## src/rtl/cmd_phase_sequencer.sv

```systemverilog
// cmd_phase_sequencer: gates a show-ahead command FIFO into two issue phases
// (decomposition, then recomposition). After each phase it waits until the
// processing units have been idle for IDLE_CYCLES consecutive cycles.
// Optional feature macro: PHASE_SEQ_CYCLE_COUNT_EN enables the start-to-done
// cycle counter on o_cycle_count; without it o_cycle_count is tied to 0.
module cmd_phase_sequencer #(
  parameter int unsigned CMD_W       = 64,
  parameter int unsigned CNT_W       = 20,
  parameter int unsigned IDLE_CYCLES = 2
) (
  input  logic             i_clk,
  input  logic             i_rstn,
  input  logic             i_start,
  input  logic [CNT_W-1:0] i_decomp_cnt,
  input  logic [CNT_W-1:0] i_recomp_cnt,
  input  logic [CMD_W-1:0] i_fifo_data,
  input  logic             i_fifo_empty,
  output logic             o_fifo_read,
  output logic [CMD_W-1:0] o_cmd,
  output logic             o_cmd_valid,
  input  logic             i_cmd_ready,
  input  logic             i_task_idle,
  output logic [1:0]       o_phase,
  output logic             o_done,
  output logic [31:0]      o_cycle_count
);

  // Idle counter only needs to reach IDLE_CYCLES, which is at most 15.
  localparam int unsigned IDLE_W = 4;

  typedef enum logic [2:0] {
    ST_IDLE    = 3'd0,
    ST_DECOMP  = 3'd1,
    ST_DRAIN_D = 3'd2,
    ST_RECOMP  = 3'd3,
    ST_DRAIN_R = 3'd4,
    ST_DONE    = 3'd5
  } state_t;

  state_t              state_q, state_d;
  logic [CNT_W-1:0]    remaining_q, remaining_d;
  logic [CNT_W-1:0]    shadow_q, shadow_d;
  logic [IDLE_W-1:0]   idle_cnt_q, idle_cnt_d;
  logic [IDLE_W-1:0]   idle_inc;
  logic                drain_first_q, drain_first_d;
  logic [1:0]          phase_q, phase_d;
  logic                done_q, done_d;
  logic                cmd_valid;
  logic                fifo_read;

  // State and datapath registers; reset aborts any phase immediately.
  always_ff @(posedge i_clk or negedge i_rstn) begin
    if (!i_rstn) begin
      state_q       <= ST_IDLE;
      remaining_q   <= '0;
      shadow_q      <= '0;
      idle_cnt_q    <= '0;
      drain_first_q <= 1'b0;
      phase_q       <= 2'd0;
      done_q        <= 1'b0;
    end else begin
      state_q       <= state_d;
      remaining_q   <= remaining_d;
      shadow_q      <= shadow_d;
      idle_cnt_q    <= idle_cnt_d;
      drain_first_q <= drain_first_d;
      phase_q       <= phase_d;
      done_q        <= done_d;
    end
  end

  // Next-state, counter updates and the combinational issue handshake.
  always_comb begin
    state_d       = state_q;
    remaining_d   = remaining_q;
    shadow_d      = shadow_q;
    idle_cnt_d    = idle_cnt_q;
    drain_first_d = drain_first_q;
    cmd_valid     = 1'b0;
    fifo_read     = 1'b0;
    idle_inc      = idle_cnt_q + IDLE_W'(1);

    case (state_q)
      ST_IDLE, ST_DONE: begin
        if (i_start) begin
          remaining_d = i_decomp_cnt;
          shadow_d    = i_recomp_cnt;
          if (i_decomp_cnt == '0) begin
            state_d       = ST_DRAIN_D;
            idle_cnt_d    = '0;
            drain_first_d = 1'b1;
          end else begin
            state_d = ST_DECOMP;
          end
        end
      end

      ST_DECOMP, ST_RECOMP: begin
        cmd_valid = !i_fifo_empty && (remaining_q != '0);
        fifo_read = cmd_valid && i_cmd_ready;
        if (fifo_read) begin
          remaining_d = remaining_q - CNT_W'(1);
        end
        // Leave once the last command of the batch has been popped.
        if ((remaining_q == '0) || (fifo_read && (remaining_q == CNT_W'(1)))) begin
          state_d       = (state_q == ST_DECOMP) ? ST_DRAIN_D : ST_DRAIN_R;
          idle_cnt_d    = '0;
          drain_first_d = 1'b1;
        end
      end

      ST_DRAIN_D, ST_DRAIN_R: begin
        drain_first_d = 1'b0;
        if (drain_first_q || !i_task_idle) begin
          // First drain cycle may still see stale idle from before the last issue.
          idle_cnt_d = '0;
        end else if (idle_inc == IDLE_W'(IDLE_CYCLES)) begin
          idle_cnt_d = '0;
          if (state_q == ST_DRAIN_D) begin
            remaining_d = shadow_q;
            if (shadow_q == '0) begin
              state_d       = ST_DRAIN_R;
              drain_first_d = 1'b1;
            end else begin
              state_d = ST_RECOMP;
            end
          end else begin
            state_d = ST_DONE;
          end
        end else begin
          idle_cnt_d = idle_inc;
        end
      end

      default: begin
        state_d = ST_IDLE;
      end
    endcase
  end

  // Phase/done are registered copies of the state being entered.
  always_comb begin
    phase_d = 2'd0;
    done_d  = 1'b0;
    case (state_d)
      ST_DECOMP, ST_DRAIN_D: phase_d = 2'd1;
      ST_RECOMP, ST_DRAIN_R: phase_d = 2'd2;
      ST_DONE: begin
        phase_d = 2'd3;
        done_d  = 1'b1;
      end
      default: phase_d = 2'd0;
    endcase
  end

  assign o_cmd       = i_fifo_data;
  assign o_cmd_valid = cmd_valid;
  assign o_fifo_read = fifo_read;
  assign o_phase     = phase_q;
  assign o_done      = done_q;

`ifdef PHASE_SEQ_CYCLE_COUNT_EN
  localparam int unsigned CC_W = 32;

  logic [CC_W-1:0] cycle_cnt_q;
  logic            start_ok;
  logic            counting;

  assign start_ok = i_start && ((state_q == ST_IDLE) || (state_q == ST_DONE));
  assign counting = (state_q == ST_DECOMP) || (state_q == ST_DRAIN_D) ||
                    (state_q == ST_RECOMP) || (state_q == ST_DRAIN_R);

  // Start-to-done cycle counter: clears on start, freezes in DONE, saturates.
  always_ff @(posedge i_clk or negedge i_rstn) begin
    if (!i_rstn) begin
      cycle_cnt_q <= '0;
    end else if (start_ok) begin
      cycle_cnt_q <= '0;
    end else if (counting && (cycle_cnt_q != {CC_W{1'b1}})) begin
      cycle_cnt_q <= cycle_cnt_q + CC_W'(1);
    end
  end

  assign o_cycle_count = cycle_cnt_q;
`else
  assign o_cycle_count = 32'd0;
`endif

  // A pop always has data behind it and an accepting issuer.
  a_pop_has_data: assert property (@(posedge i_clk) disable iff (!i_rstn)
    o_fifo_read |-> (!i_fifo_empty && i_cmd_ready));

  // Nothing is offered to the issuer while a phase drains.
  a_drain_quiet: assert property (@(posedge i_clk) disable iff (!i_rstn)
    ((state_q == ST_DRAIN_D) || (state_q == ST_DRAIN_R)) |-> !o_cmd_valid);

  // DONE holds until a new start arrives.
  a_done_holds: assert property (@(posedge i_clk) disable iff (!i_rstn)
    ((state_q == ST_DONE) && !i_start) |=> (state_q == ST_DONE));

endmodule

```

## config.mk

```make
export PLATFORM = sky130hd
export DESIGN_NAME = cmd_phase_sequencer
export DESIGN_NICKNAME = d
export VERILOG_FILES = /design/src/rtl/cmd_phase_sequencer.sv
export SDC_FILE = /design/constraint.sdc
export NUM_CORES = 1
export LEC_CHECK = 0
export CAP_MARGIN = 30
export CELL_PAD_IN_SITES_DETAIL_PLACEMENT = 1
export CELL_PAD_IN_SITES_GLOBAL_PLACEMENT = 2
export CORE_MARGIN = 2
export CORE_UTILIZATION = 21
export DETAILED_ROUTE_END_ITERATION = 12
export PLACE_DENSITY_LB_ADDON = 0.1
export SLEW_MARGIN = 5
export SYNTH_ARGS = -nofsm -noshare
export SYNTH_HDL_FRONTEND = slang
export SYNTH_SLANG_ARGS = --single-unit
export TNS_END_PERCENT = 5
```

## constraint.sdc

```tcl
create_clock -name i_clk -period 2.73 [get_ports i_clk]
set_input_delay 0.6825 -clock i_clk [delete_from_list [all_inputs] [get_ports i_clk]]
set_output_delay 0.6825 -clock i_clk [all_outputs]
set_load 0.03 [all_outputs]
```

# Yosys cells after proc, flatten, opt, wreduce, memory -nomap -nowiden
# Index checks and enable logic that the tools add are counted.
[classes]
n_addsub = 2
eq_ne = 19
n_mux = 33
n_reduce_logical = 21
[ops]
columns = ["op", "count"]
rows = [
  ["two-way mux 20 bit", 5],
  ["logical NOT 20 bit", 3],
  ["case mux 20 bit (3 select lines)", 1],
  ["two-way mux 3 bit", 7],
  ["equality test 20 x 1 -> 1 bit, second input constant", 1],
  ["two-way mux 4 bit", 5],
  ["nonzero test 20 bit", 1],
  ["subtractor 20 x 1 -> 20 bit, second input constant", 1],
  ["inequality test 2 bit, second input constant", 7],
  ["equality test 3 x 2 -> 1 bit, second input constant", 4],
  ["equality test 3 bit, second input constant", 4],
  ["case mux 4 bit (3 select lines)", 1],
  ["two-way mux 1 bit", 10],
  ["OR reduction 2 bit", 5],
  ["case mux 3 bit (3 select lines)", 1],
  ["equality test 3 x 1 -> 1 bit, second input constant", 2],
  ["case mux 2 bit (3 select lines)", 1],
  ["AND reduction 6 bit", 1],
  ["adder 4 x 1 -> 4 bit, second input constant", 1],
  ["equality test 4 x 2 -> 1 bit, second input constant", 1],
  ["AND reduction 4 bit", 1],
  ["logical AND 1 bit", 3],
  ["logical NOT 3 bit", 1],
  ["case mux 1 bit (3 select lines)", 1],
  ["5 further kinds", 7],
]
[word_totals]
regBits = 51

# Logic depth before layout (Yosys ltp)
[logic_depth]
depth_word = 10
ltp_mapped = 9

# Least setup slack after synthesis
# Ideal clock, no wire load.
[synth_timing]
kind = "reg2out"
from = "register state_q[2]"
to = "output port o_cmd_valid"
arrival_time_ps = 1832
t_required_ps = 2047
path_slack_ps = 216
stages_incl_launch_ff = 5
n_path_buf = 2
cell_sequence = "dfrtp_1 clkbuf_1 or2b_4 clkbuf_1 a311oi_1"
[synth_between]
elab_chain_cells = 3
[synth_rtl]
columns = ["element", "line_no", "rtl"]
rows = [
  ["start: declaration", "40", "state_t state_q, state_d;"],
  ["start signal: assignment", "62", "state_q <= state_d;"],
  ["equality test 3 x 1 -> 1 bit / equality test 3 x 2 -> 1 bit (equally long branches)", "83", "case (state_q)"],
  ["OR reduction 2 bit (*)", "83", ""],
  ["two-way mux 1 bit (*)", "83", ""],
  ["end: declaration", "20", "output logic o_cmd_valid,"],
]
# Mark *: on every way between the ends. The rest lies on a longest branch, timed or not.

# Worst setup path after layout
[layout_timing]
from = "register remaining_q[8]"
to = "output port o_fifo_read"
[layout_between]
elab_chain_cells = 4
[layout_rtl]
columns = ["element", "line_no", "rtl"]
rows = [
  ["start: declaration", "41", "logic [CNT_W-1:0] remaining_q, remaining_d;"],
  ["start signal: assignment", "63", "remaining_q <= remaining_d;"],
  ["nonzero test 20 bit", "99", "cmd_valid = !i_fifo_empty && (remaining_q != '0);"],
  ["logical AND 1 bit", "99", ""],
  ["logical AND 1 bit", "100", "fifo_read = cmd_valid && i_cmd_ready;"],
  ["two-way mux 1 bit", "83", ""],
  ["end: declaration", "18", "output logic o_fifo_read,"],
]
# No other way between the ends.

==> key figures <==
Global routing
  – First-pass GRT wire length: about 18000 um
  – GRT Util Overall: 0.133
  – Initial antenna violation count: 0
  – GRT overflow: 0
  – Largest net degree at the start of global routing: 31
  – Vias in the first global route: 3076

Floorplan
  – Core Rows: 48
  – Die height: approximately 140 um
  – Die area: about 0.019 sq mm
  – Starting Density: 0.214
  – Boundary Pins: 211
  – Die W: roughly 140 um
  – Core area: 0.0172 sq mm

Final layout
  – Final Cell Area: roughly 0.0042 sq mm
  – Layout cells sized above 1: 0.178
  – Area Growth Syn to Fin: 14.5%
  – Fill cells: between 1500 and 2000
  – Nets: approximately 530
  – Non-filler cells, final: 640
  – Diodes inserted: 0

Clock tree
  – Maximum buffer depth of the clock tree: 2
  – Number of CTS-inserted buffers: 5
  – Worst skew pair latency: approximately 0.31 ns
  – Worst-path clk slew: around 0.080 ns
  – # H-tree levels: 2
  – CTS tree: yes
  – CTS Root Cell: clkbuf_16
  – Clock sink count: 51

Outcome
  – Status: completed

STA
  – Slew Limit Headroom: 0.524
  – Final WS setup: about 0.025 ns
  – Post-route minimum period: about 2.7 ns
  – Hold Vio Cnt, Final: 0
  – Post-Route Skew: around 0.0073 ns
  – Fmax: 0.370 GHz
  – Final number of setup-violating endpoints: 0
  – Max-slew violations: 0
  – RSZ-0062 raised after global routing: yes
  – Final period util: 0.991
  – Worst slew pin tran: 0.711 ns

Synth
  – YS warnings: 0
  – Synth top area cells: dfrtp_1 (35%), buf_4 (20%), mux2_2 (6.1%), o21ai_0 (3.8%), nand2_1 (3.2%)
  – Post-Synthesis Cells: roughly 410
  – Sequential-to-total area share from yosys stat: 0.347
  – FF+latch count, synth: slightly above 50
  – Primary FF master, synth: dfrtp_1
  – Async SR Flop Fraction: 1.00
  – Post-synthesis cell type with the largest combined area: dfrtp_1
  – Synth Cell Area: 0.00368 sq mm
  – Share of the synthesized area in the top cell type: 0.347
  – Post-synth EDFFs: 0
  – Syn Area/Cell: 8.96 sq um
  – Synth unique cells: 54

Place
  – Inst Count DP: 626
  – IO buf count: 50
  – Routability Congestion: 0.807
  – HPWL Detailed: approximately 9000 um
  – Placed cell area: 0.00400 sq mm
  – Pre-CTS setup slack: -0.139 ns

Route
  – Number of remaining DRC errors: 0
  – Initial DRT Pass Iterations: 5
  – Remaining antenna violation count: 0
  – Avg WL per Cell: 18.4 um
  – Via Count: ~2900
  – Vias per std cell: 4.46
  – Drt initial violations: between 150 and 200
  – Post-Route WL: approximately 12000 um

Worst hold path
  – Path category of the worst min-delay check: in2async

Job
  – Max-cap violation count: 0

Setup path
  – Critical path required time: between 2 and 2.5 ns
  – Critical Path Start Type: register
  – Kind of critical path: reg2out
  – Crit. End Element: primary output
  – CP arrival: between 2 and 2.5 ns
  – Worst Path Max Fanout: 5

Power and ir drop
  – Peak supply drop: 0.230 mV
  – Total leakage power: around 0.0017 uW
  – Pwr Density: ~580 mW/mm^2
-- cells in the mapped netlist (all sizes together) (5+ instances only) --
library cell,count
ha,5
a22o,6
nor4,14
and3,8
inv,11
clkbuf,14
o2bb2ai,8
nand3,6
nand2,31
nor2,29
nor3,7
dfrtp,51
a221oi,11
buf,99
a21oi,12
mux2,20
o21ai,29
-- final timing paths --
kind                       cells past startpoint                         from                          end  slack [ns]
min in group i_clk                             1  remaining_q[18]$_DFFE_PN0P_  remaining_q[18]$_DFFE_PN0P_        0.52
hold reg to reg                                1  remaining_q[18]$_DFFE_PN0P_  remaining_q[18]$_DFFE_PN0P_        0.52
setup reg to reg                               8   remaining_q[8]$_DFFE_PN0P_    idle_cnt_q[2]$_DFFE_PN0P_        0.18
max in group asynchronous                      2                       i_rstn    idle_cnt_q[2]$_DFFE_PN0P_        1.77
setup / recovery                               5   remaining_q[8]$_DFFE_PN0P_                  o_fifo_read        0.03
hold / removal                                 1                       i_rstn      shadow_q[9]$_DFFE_PN0P_        0.30
-- layer usage --
metal / GRT usage / vias up / routed length (um)
met4: 0.0509 / 0 / 263
met5: 0 / - / 0
met3: 0.0283 / 25 / 701
met2: 0.197 / 107 / 5100
li1: - / 1337 / -
met1: 0.187 / 1388 / 5680
-- critical path, stage by stage, from the launching register on --
cell and delay, ns:
dfrtp_1 0.45, or3_4 0.42, nor4_4 0.38, a311o_1 0.28, inv_2 0.06, buf_12 0.13
-- repair_timing --
action                     CTS  global route
setup endpoints to repair    2             2
pin swaps                    2             2
hold endpoints to repair     0             0
resized for setup            4             1
setup buffers                5             1
hold buffers                 0             0
-- flip-flops by register name (all words and copies together), names as in the netlist --
name,cells
idle_cnt_q,4
state_q,3
o_done,1
drain_first_q,1
o_phase,2
shadow_q,20
remaining_q,20
-- layout by cell type (no fill, tap or decap), drive strengths merged, types with 5 or more instances in the layout --
| cell | synthesis | layout |
|---|---|---|
| and3 | 8 | 8 |
| nor3 | 7 | 7 |
| o2bb2ai | 8 | 8 |
| nand3 | 6 | 6 |
| a22o | 6 | 6 |
| o21ai | 29 | 29 |
| nor2 | 29 | 29 |
| ha | 5 | 5 |
| mux2 | 20 | 20 |
| nand2 | 31 | 31 |
| a21oi | 12 | 12 |
| inv | 11 | 12 |
| a221oi | 11 | 11 |
| dfrtp | 51 | 51 |
| nor4 | 14 | 14 |
| clkbuf | 14 | 5 |
| clkdlybuf4s50 | 0 | 47 |
| conb | 1 | 32 |
| buf | 99 | 31 |
-- power breakdown --
| part | switching (uW) | total (uW) | internal, uW |
|---|---|---|---|
| clock | 318 | 662 | 344 |
| combinational | 402 | 733 | 332 |
| sequential | 149 | 1030 | 884 |
| total | 869 | 2430 | 1560 |
-- final cells by class --
cell class,instances,area (sq um),share of cell area
Clock buffer,5,125,0.0297
Clock inverter,3,23.8,0.00564
Inverter,11,41.3,0.00979
Multi-Input combinational cell,267,1720,0.407
Sequential cell,51,1280,0.303
Tap cell,225,282,0.0668
Timing Repair Buffer,78,751,0.178
-- cells by family (layout without fill, tap and decap cells) --
group                      after synthesis  after routing  synth area share
AOI/OAI and AO/OA                       91             91             0.173
xor gates and xnor gates                 5              5            0.0119
adders and majority gates                5              5            0.0170
buffers and inverters                  124             97             0.227
DFF                                     51             51             0.347
muxes                                   20             20            0.0612
other                                    1             32           0.00102
and+or+nand+nor                        114            114             0.162
-- stage by stage --
| step | hold slack (ns) | total power, uW | util | setup TNS (ns) |
|---|---|---|---|---|
| final | 0.302 | 2430 | 0.245 | 0 |
| after global placement | 0.482 | 1740 | 0.232 | -0.726 |
| after global routing | 0.323 | 2590 | 0.245 | -0.0565 |
| after detailed placement | 0.488 | 1730 | 0.232 | -0.482 |
| after CTS | 0.316 | 2460 | 0.244 | -0.0701 |
| after floorplan | 0.387 | 1630 | - | 0 |
Note: power is estimated with default switching activity, not from simulation.
